--- src/rtl/resp_out_fifo.sv ---
// Response output buffer: circular FIFO between execution side and requester,
// with full-drop accounting and a sticky stall detector on the output.
module resp_out_fifo #(
  parameter int unsigned DEPTH     = 4,
  parameter int unsigned ID_W      = 2,
  parameter int unsigned DATA_W    = 32,
  parameter int unsigned STALL_MAX = 15
) (
  input  logic              clk,
  input  logic              rst,
  input  logic              in_valid,
  input  logic [1:0]        in_resp,
  input  logic [ID_W-1:0]   in_id,
  input  logic [DATA_W-1:0] in_data,
  output logic              in_full,
  output logic              out_valid,
  output logic [1:0]        out_resp,
  output logic [ID_W-1:0]   out_id,
  output logic [DATA_W-1:0] out_data,
  input  logic              out_ready,
  output logic [7:0]        drop_cnt,
  output logic              stall_err
);

  localparam int unsigned AW = $clog2(DEPTH);
  localparam int unsigned BW = $clog2(STALL_MAX + 1);
  localparam logic [AW:0]   FullCnt  = (AW + 1)'(DEPTH);
  localparam logic [BW-1:0] StallCnt = BW'(STALL_MAX);

  typedef enum logic [1:0] {StIdle = 2'd0, StSend = 2'd1, StStall = 2'd2} state_e;

  logic [1:0]        resp_mem [DEPTH];
  logic [ID_W-1:0]   id_mem   [DEPTH];
  logic [DATA_W-1:0] data_mem [DEPTH];

  logic [AW-1:0] wr_ptr_q, rd_ptr_q;
  logic [AW:0]   count_q, count_d;
  logic [BW-1:0] blk_q, blk_d;
  logic [7:0]    drop_q;
  logic          stall_q, stall_d;
  state_e        state_q, state_d;

  logic offer, push, pop, drop;

  assign offer = in_valid && (in_resp != 2'd0);
  assign pop   = out_valid && out_ready;
  // A pop in the same cycle frees a slot, so a full buffer still accepts.
  assign push  = offer && ((count_q < FullCnt) || pop);
  assign drop  = offer && (count_q == FullCnt) && !pop;

  always_comb begin
    count_d = count_q;
    unique case ({push, pop})
      2'b10:   count_d = count_q + 1'b1;
      2'b01:   count_d = count_q - 1'b1;
      default: count_d = count_q;
    endcase
  end

  always_comb begin
    blk_d = '0;
    if (out_valid && !out_ready) begin
      blk_d = (blk_q == StallCnt) ? blk_q : blk_q + 1'b1;
    end
  end

  always_ff @(posedge clk) begin
    if (rst) begin
      wr_ptr_q <= '0;
      rd_ptr_q <= '0;
      count_q  <= '0;
      blk_q    <= '0;
      drop_q   <= '0;
      for (int i = 0; i < DEPTH; i++) begin
        resp_mem[i] <= '0;
        id_mem[i]   <= '0;
        data_mem[i] <= '0;
      end
    end else begin
      if (push) begin
        resp_mem[wr_ptr_q] <= in_resp;
        id_mem[wr_ptr_q]   <= in_id;
        data_mem[wr_ptr_q] <= in_data;
        wr_ptr_q           <= wr_ptr_q + 1'b1;
      end
      if (pop) begin
        rd_ptr_q <= rd_ptr_q + 1'b1;
      end
      count_q <= count_d;
      blk_q   <= blk_d;
      if (drop && (drop_q != 8'hFF)) begin
        drop_q <= drop_q + 8'd1;
      end
    end
  end

  // Control FSM: state register
  always_ff @(posedge clk) begin
    if (rst) begin
      state_q <= StIdle;
      stall_q <= 1'b0;
    end else begin
      state_q <= state_d;
      stall_q <= stall_d;
    end
  end

  // Control FSM: next state
  always_comb begin
    state_d = state_q;
    unique case (state_q)
      StIdle: begin
        if (count_d != '0) state_d = StSend;
      end
      StSend: begin
        if (count_d == '0)          state_d = StIdle;
        else if (blk_d == StallCnt) state_d = StStall;
      end
      StStall: begin
        if (pop) state_d = (count_d == '0) ? StIdle : StSend;
      end
      default: state_d = StIdle;
    endcase
  end

  // Control FSM: outputs
  always_comb begin
    stall_d = stall_q | (state_d == StStall);
  end

  assign in_full   = (count_q == FullCnt);
  assign out_valid = (count_q != '0);
  assign out_resp  = out_valid ? resp_mem[rd_ptr_q] : '0;
  assign out_id    = out_valid ? id_mem[rd_ptr_q]   : '0;
  assign out_data  = out_valid ? data_mem[rd_ptr_q] : '0;
  assign drop_cnt  = drop_q;
  assign stall_err = stall_q;

endmodule

--- config.mk ---
export PLATFORM = sky130hd
export DESIGN_NAME = resp_out_fifo
export DESIGN_NICKNAME = d
export VERILOG_FILES = /design/src/rtl/resp_out_fifo.sv
export SDC_FILE = /design/constraint.sdc
export NUM_CORES = 1
export LEC_CHECK = 0
export ABC_AREA = 1
export ABC_CLOCK_PERIOD_IN_PS = 6900
export CORE_AREA = 8 8 150 152
export DETAILED_ROUTE_END_ITERATION = 16
export DIE_AREA = 0 0 158 160
export HOLD_SLACK_MARGIN = 0.03
export PLACE_DENSITY_LB_ADDON = 0.08
export SLEW_MARGIN = 40
export SYNTH_ARGS = -nofsm -noshare
export SYNTH_HDL_FRONTEND = slang
export SYNTH_SLANG_ARGS = --single-unit
--- constraint.sdc ---
create_clock -name clk -period 6.9 [get_ports clk]
set_clock_uncertainty 0.1 [all_clocks]
set_input_delay 1.38 -clock clk [delete_from_list [all_inputs] [get_ports clk]]
set_output_delay 1.38 -clock clk [all_outputs]
set_load 0.02 [all_outputs]
Word-level counts from Yosys, hierarchy flattened
Memory sizes are Yosys's and may differ from the RTL's. A register that Yosys moved wholly into a read port is not among the register bits.
Index checks and enable logic that the tools add are counted.

storage, ports and cells
  register bits = 22
  RAM bits = 144
  input bits = 40
  memories = 3

memories
  name      words  width  rd ports  clocked after Yosys merged registers in  write ports  RTL line  text
  data_mem  4      32     1         1                                        4            34        logic [DATA_W-1:0] data_mem [DEPTH];
  id_mem    4      2      1         1                                        4            33        logic [ID_W-1:0] id_mem [DEPTH];
  resp_mem  4      2      1         1                                        4            32        logic [1:0] resp_mem [DEPTH];

operators by class
  $add $sub $neg = 6
  $lt $le $gt $ge = 1
  equal/unequal tests = 9
  muxes and demuxes = 32
  bitwise logic cells = 1
  reduce and logical (&&, ||, !) cells = 18

operators by type and width
  operator                                              count
  two-way mux 32 bit                                    2
  two-way mux 2 bit                                     17
  OR reduction 32 bit                                   1
  two-way mux 1 bit                                     9
  adder 8 x 1 -> 8 bit (second input constant)          1
  equality test 4 bit (second input constant)           2
  two-way mux 4 bit                                     2
  inequality test 8 bit (second input constant)         1
  logical AND 1 bit                                     7
  equality test 2 bit (second input constant)           3
  case mux 2 bit (3 select lines)                       1
  case mux 3 bit (2 select lines)                       1
  nonzero test 3 bit                                    2
  adder 2 x 1 -> 2 bit (second input constant)          2
  adder 4 x 1 -> 4 bit (second input constant)          1
  equality test 2 x 1 -> 1 bit (second input constant)  2
  OR reduction 2 bit                                    2
  adder 3 x 1 -> 3 bit (second input constant)          1
  equality test 3 bit (second input constant)           1
  zero test 3 bit                                       1
  < comparator 3 bit (second input constant)            1
  subtractor 3 x 1 -> 3 bit (second input constant)     1
  zero test 1 bit                                       2
  zero test 2 bit                                       1
  other kinds (3)                                       3

Longest topological paths before layout
Gate-level depths: netlist of run 1.

  word-level depth = 12
  depth in mapped cells = 18
  gate-level depth less buffers = 18

Worst setup path before layout of run 1
OpenSTA, ideal clock, no wires.

  kind = input to register
  start point = input out_ready
  end point = memory data_mem[3][0] (enable)
  library setup time = 0.484 ns
  arrival time = 4.415 ns
  data required time = 6.316 ns
  slack = 1.901 ns
  stages = 4
  buffers on the path = 0
  cells stage by stage = inv_1 -> a21oi_2 -> inv_1 -> o31ai_1

RTL lines
  element      RTL line  text
  from (decl)  20        input logic out_ready,
  to (decl)    34

Final worst setup path of run 1
  start point = register count_q[2]
  end point = output out_data[1]

between the ends
  cells in the longest elaborated chain, start to end = 2

ends and longest elaborated chain
  element                 RTL line  text
  from (decl)             37        logic [AW:0] count_q, count_d;
  from (signal assigned)  89        count_q <= count_d;
  nonzero test 3 bit      132       assign out_valid = (count_q != '0);
  two-way mux 32 bit      135       assign out_data = out_valid ? data_mem[rd_ptr_q] : '0;
  to (decl)               19        output logic [DATA_W-1:0] out_data,

Every way passes these cells.

==> results of run 1 <==
[through the flow]
step	total power [mW]	utilization	instances	area, µm²	hold WS [ns]
2_1_floorplan	1.89	-	834	7920	0.336
3_3_place_gp	2.33	0.447	1156	8960	0.355
3_5_place_dp	2.35	0.449	1158	9000	0.350
4_1_cts	3.34	0.480	1190	9610	0.363
5_1_grt	3.47	0.480	1190	9620	0.400
6_report	3.30	0.480	1190	9620	0.361
[cells by family (layout without fill, tap and decap cells)]
group | count (synthesis) | in the layout
xor+xnor | 5 | 5
flops | 168 | 168
fa+ha+maj | 4 | 4
buf+inv | 147 | 233
simple gates | 375 | 375
compound gates | 135 | 135
[placed cells by master (no fill, tap or decap), types with 2 or more instances in the layout]
cell type | netlist | layout
nor2_1 | 284 | 284
edfxtp_1 | 144 | 144
inv_1 | 89 | 89
clkdlybuf4s50_1 | 0 | 86
o21ai_0 | 68 | 66
a21oi_1 | 47 | 47
nand2_1 | 39 | 38
nor2_4 | 28 | 28
dfxtp_1 | 24 | 22
clkbuf_16 | 0 | 17
o21ai_1 | 16 | 16
inv_2 | 16 | 13
nand3_1 | 9 | 9
buf_4 | 0 | 6
nor3_1 | 5 | 5
nand4_1 | 4 | 4
clkinv_2 | 0 | 4
bufinv_16 | 0 | 4
inv_4 | 0 | 3
nand2_4 | 0 | 3
xor2_1 | 3 | 3
ha_1 | 3 | 3
buf_6 | 5 | 3
nand2_2 | 4 | 2
clkinv_1 | 1 | 2
o21ai_4 | 0 | 2
xnor2_1 | 2 | 2
clkbuf_1 | 18 | 2
clkinv_4 | 0 | 2
[synth_stat cells, drive strengths merged]
cell,n
clkbuf,18
o31ai,1
o21ai,84
o21bai,1
nand3,9
edfxtp,144
clkinv,1
nor2,313
nand4,4
ha,3
nand2,43
a21oi,48
buf,23
inv,105
fa,1
nor4,1
xnor2,2
o22ai,1
dfxtp,24
xor2,3
nor3,5
[cell type report]
class | count | area, µm²
clock buffer | 19 | 433
clock inverter | 13 | 178
fill | 1941 | 10400
inverter | 106 | 405
multi-input combinational | 519 | 2510
sequential | 168 | 4810
tap | 270 | 338
timing repair buffer | 95 | 940
[worst max-delay path, cell delays in order, from the launching register on]
cell,delay [ns]
dfxtp_1,0.39
inv_1,0.10
nand2_2,0.12
clkinv_1,0.43
buf_4,0.43
a21oi_1,0.30
clkdlybuf4s50_1,0.67
[layer usage]
metal | wire length (µm) | up-vias | part of all wire | track usage
li1 | - | 2854 | - | -
met1 | 8590 | 2753 | 0.44 | 0.194
met2 | 9950 | 113 | 0.51 | 0.287
met3 | 876 | 19 | 0.045 | 0.0286
met4 | 199 | 0 | 0.010 | 0.0450
met5 | 0 | - | 0 | 0
[how the worst max path moves through the flow]
stage / from / end / cells past startpoint
final: count_q[2] / out_data[1] / 6
after global placement: rst / data_mem[0][14] / 6
after CTS: count_q[2] / out_data[29] / 6
after floorplan: out_ready / data_mem[3][0] / 4
after detailed placement: rst / data_mem[0][12] / 6
after global routing: count_q[2] / out_data[1] / 6
[sequential cells by signal (all words and copies together) (netlist names), named ones only]
signal,cells
blk_q,4
count_q,3
data_mem,128
drop_cnt,8
id_mem,8
rd_ptr_q,2
resp_mem,8
stall_err,1
state_q,2
wr_ptr_q,2
[power groups by stage]
stage	Clock [mW]	Combinational, mW	Sequential [mW]
after floorplan	0	0.664	1.23
after global routing	1.05	1.19	1.23
after CTS	1.01	1.11	1.22
after global placement	0	1.09	1.24
after detailed placement	0	1.10	1.25
final	0.990	1.08	1.22
==> impl_metrics.yaml, run 1 <==
status:
  status: "finished, final reports clean"
critical_path:
  r2r_slack_ns: 4.38
  critPathRequiredTime_ns: 5.42
  arrival_ns: 2.90
  cp-end-kind: "output pin"
  rr_worst_depth: 16
  cp-start-kind: "register"
  criticalPathCategory: "register to output pin"
  crit_fanout: 24
  worstReg2RegEnd: "stall_err"
  rr_startpoint: "count_q[2]"
synth:
  synth_area_leader_cell: "edfxtp_1"
  seq_area_frac_synth: 0.606
  synthAdderAreaFrac: 0.00726
  synth.distinct_cells: 29
  yosys.area.top_type_share: 0.546
  synthCells: 834
  synth_simple_gate_area_frac: 0.211
  synth_area_mm2: 0.00792
  muxShareOfSynthArea: 0
  yosys_warnings: 0
  synthXorXnorAreaFrac: 0.00553
  synth_area_leaders: "edfxtp_1 55%, nor2_1 13%, dfxtp_1 6.1%"
  synth_nets: 878
  synth_top_family_by_area: "simple AND/OR/NAND/NOR gates"
  synth_compound_area_frac: 0.0865
  syn_avg_cell_area_um2: 9.50
  ys_seq_elements: 168
final_layout:
  nets: 951
  antenna_cells: 0
  syn_to_final_growth_pct: 21.4
  final_layout_size_suffix_gt1_frac: 0.102
pwr:
  p_int_mw: 2.17
  power_frac_comb: 0.328
  irDropWorstVdd_mv: 0.256
  powerDensity_mw_per_mm2: 343
  switching_share: 0.343
  p_sw_mw: 1.13
  pwr-share-clk: 0.300
  p_seq_frac: 0.371
  power_leakage_nw: 3.57
drt:
  drc_errors: 0
  avgRoutedWirePerCell_um: 16.5
  drt_iter0_markers: 292
  vias: 5739
  ant_nets: 0
  wirelength_um: 19600
  dr.pass1.iters: 5
  vias_per_cell: 4.82
cts:
  h-tree-depth: 4
  cts_buffer_depth: 2
  cts_hold_buffers: 0
  cts.sinks: 168
  cts_setup_buffers: 0
  cts-resized-gates: 0
  clock_latency_ns: 0.42
  path_clk_slew_ns: 0.07
  cts_tree: "yes"
  root_buffer: "clkbuf_16"
  cts_inserted_buffers: 17
grt:
  overflow: 0
  grt_pass1_vias: 5896
  antenna_found_initial: 0
  grt_pass1_wl_um: 31400
  grtUsageTotal: 0.161
  grt_max_degree: 73
sta:
  hold_viol_final: 0
  rsz0062_at_grt: "no"
  setup_viol: 0
  tns_ns: 0
  worst_pin_slew_ns: 0.786
  maxSlewViolCount: 0
  timing.fmax_mhz: 228
  fin_ws_ns: 2.52
  min_period_over_period: 0.634
  relSlewSlack: 0.476
  final.min_clock_period_ns: 4.38
place:
  pre_cts_slack_ns: 2.23
  dpl.hpwl_um: 11700
  portBuffers: 86
  gp_congestion: 0.765
worst_hold_path:
  hp-start: "rd_ptr_q[1]"
  whs_path_depth: 2
  min-delay-path-class: "register to register"
floorplanning:
  start_util: 0.395
  design.die.area_mm2: 0.0253
  core.rowCount: 52
  die_w_um: 158
  die_h_um: 160
  core_mm2: 0.0200
  io_pins: 87
run:
  cap_violations: 0
Note: power is estimated with default switching activity, not from simulation.
==> inputs of run 2 (changes only) <==
--- a/config.mk
+++ b/config.mk
@@ -6,7 +6,7 @@
 export NUM_CORES = 1
 export LEC_CHECK = 0
 export ABC_AREA = 1
-export ABC_CLOCK_PERIOD_IN_PS = 6900
+export ABC_CLOCK_PERIOD_IN_PS = 4500
 export CORE_AREA = 8 8 150 152
 export DETAILED_ROUTE_END_ITERATION = 16
 export DIE_AREA = 0 0 158 160
==> constraint.sdc (replaced) <==
create_clock -name clk -period 4.5 [get_ports clk]
set_clock_uncertainty 0.1 [all_clocks]
set_input_delay 0.9 -clock clk [delete_from_list [all_inputs] [get_ports clk]]
set_output_delay 0.9 -clock clk [all_outputs]
set_load 0.02 [all_outputs]
==> impl_metrics.yaml, run 2 (same netlist as run 1, synthesis figures left out) <==
place:
  dpl.hpwl_um: 12100
  gp_congestion: 0.793
  portBuffers: 86
  pre_cts_slack_ns: 0.953
floorplanning:
  io_pins: 87
  die_w_um: 158
  core.rowCount: 52
  start_util: 0.395
  die_h_um: 160
  core_mm2: 0.0200
  design.die.area_mm2: 0.0253
sta:
  tns_ns: 0
  min_period_over_period: 0.855
  maxSlewViolCount: 0
  relSlewSlack: 0.464
  hold_viol_final: 0
  whs_ns: 0.374
  rsz0062_at_grt: "no"
  fin_ws_ns: 0.654
  setup_viol: 0
  timing.fmax_mhz: 260
  worst_pin_slew_ns: 0.802
  final.min_clock_period_ns: 3.85
status:
  status: "finished, final reports clean"
critical_path:
  crit_fanout: 20
  arrival_ns: 2.85
  critPathRequiredTime_ns: 3.50
  criticalPathCategory: "register to output pin"
  cp-start-kind: "register"
  cp-end-kind: "output pin"
grt:
  grt_pass1_wl_um: 31000
  grt_max_degree: 73
  grt_pass1_vias: 5782
  antenna_found_initial: 0
  overflow: 0
  grtUsageTotal: 0.158
final_layout:
  largest-register: "data_mem"
  antenna_cells: 0
  final_layout_size_suffix_gt1_frac: 0.105
  largest_register_ff_count: 128
  final_cell_mix: "284 x nor2_1, 144 x edfxtp_1, 89 x inv_1"
  syn_to_final_growth_pct: 22.0
  mostFrequentLayoutCell: "nor2_1"
  nets: 955
cts:
  h-tree-depth: 4
  clock_latency_ns: 0.42
  path_clk_slew_ns: 0.06
  cts_tree: "yes"
  cts.sinks: 168
  cts_hold_buffers: 0
  cts_inserted_buffers: 17
  cts_setup_buffers: 0
  cts-resized-gates: 0
  cts_buffer_depth: 2
  root_buffer: "clkbuf_16"
pwr:
  p_seq_frac: 0.371
  powerDensity_mw_per_mm2: 522
  p_int_mw: 3.34
  power_frac_comb: 0.327
  p_sw_mw: 1.71
  pwr-share-clk: 0.302
  power_leakage_nw: 3.59
  switching_share: 0.339
  irDropWorstVdd_mv: 0.353
drt:
  dr.pass1.iters: 5
  avgRoutedWirePerCell_um: 16.3
  wirelength_um: 19500
  vias: 5704
  drt_iter0_markers: 346
  drc_errors: 0
  vias_per_cell: 4.78
  ant_nets: 0
run:
  cap_violations: 0
worst_hold_path:
  min-delay-path-class: "register to register"
==> run 2: changes by cell type in the layout (fill, tap and decap cells not counted), moves of 2 or more <==
cell	delta
buf_6	-2
nand2_2	+2
nand2_4	-2
buf_4	+3
buf_12	+2
inv_4	-3
==> run 2: metrics by stage <==
stage	util	power, mW	instance area (µm²)	cells
floorplan	-	2.90	7930	834
global placement	0.450	3.56	9020	1161
detailed placement	0.452	3.58	9050	1162
CTS	0.482	5.11	9660	1194
global route	0.483	5.32	9670	1194
finish	0.483	5.04	9670	1194
==> run 2: final cells by class <==
class,count,area (µm²)
clock inverters,13,179
fillers,1935,10400
multi-input cells,519,2500
clock buffers,19,433
well taps,270,338
inverters,106,400
flip-flops and latches,168,4810
repair buffers,99,1010
==> run 2: routing by layer <==
metal | track usage | wire (µm)
met1 | 0.196 | 8450
met2 | 0.273 | 9900
met3 | 0.0294 | 963
met4 | 0.0450 | 197
met5 | 0 | 0
==> run 2: power by group through the flow <==
stage	logic (mW)	clock network, mW	registers, mW
5_1_grt	1.82	1.62	1.89
4_1_cts	1.68	1.55	1.87
6_report	1.65	1.52	1.87
2_1_floorplan	1.02	0	1.89
3_3_place_gp	1.66	0	1.90
3_5_place_dp	1.68	0	1.91
==> run 2: final timing paths <==
kind	from	endpoint	slack, ns	cells past startpoint
max	count_q[2]	out_data[21]	0.65	6
min	rd_ptr_q[0]	register	0.37	1
max reg2reg	wr_ptr_q[0]	data_mem[1][19]	1.79	6
min reg2reg	rd_ptr_q[0]	register	0.37	1
==> run 2: critical path, stage by stage, from the launching register on <==
cell	delay [ns]
dfxtp_1	0.39
inv_1	0.10
nand2_2	0.11
clkinv_1	0.60
buf_4	0.43
a21oi_1	0.15
clkdlybuf4s50_1	0.63
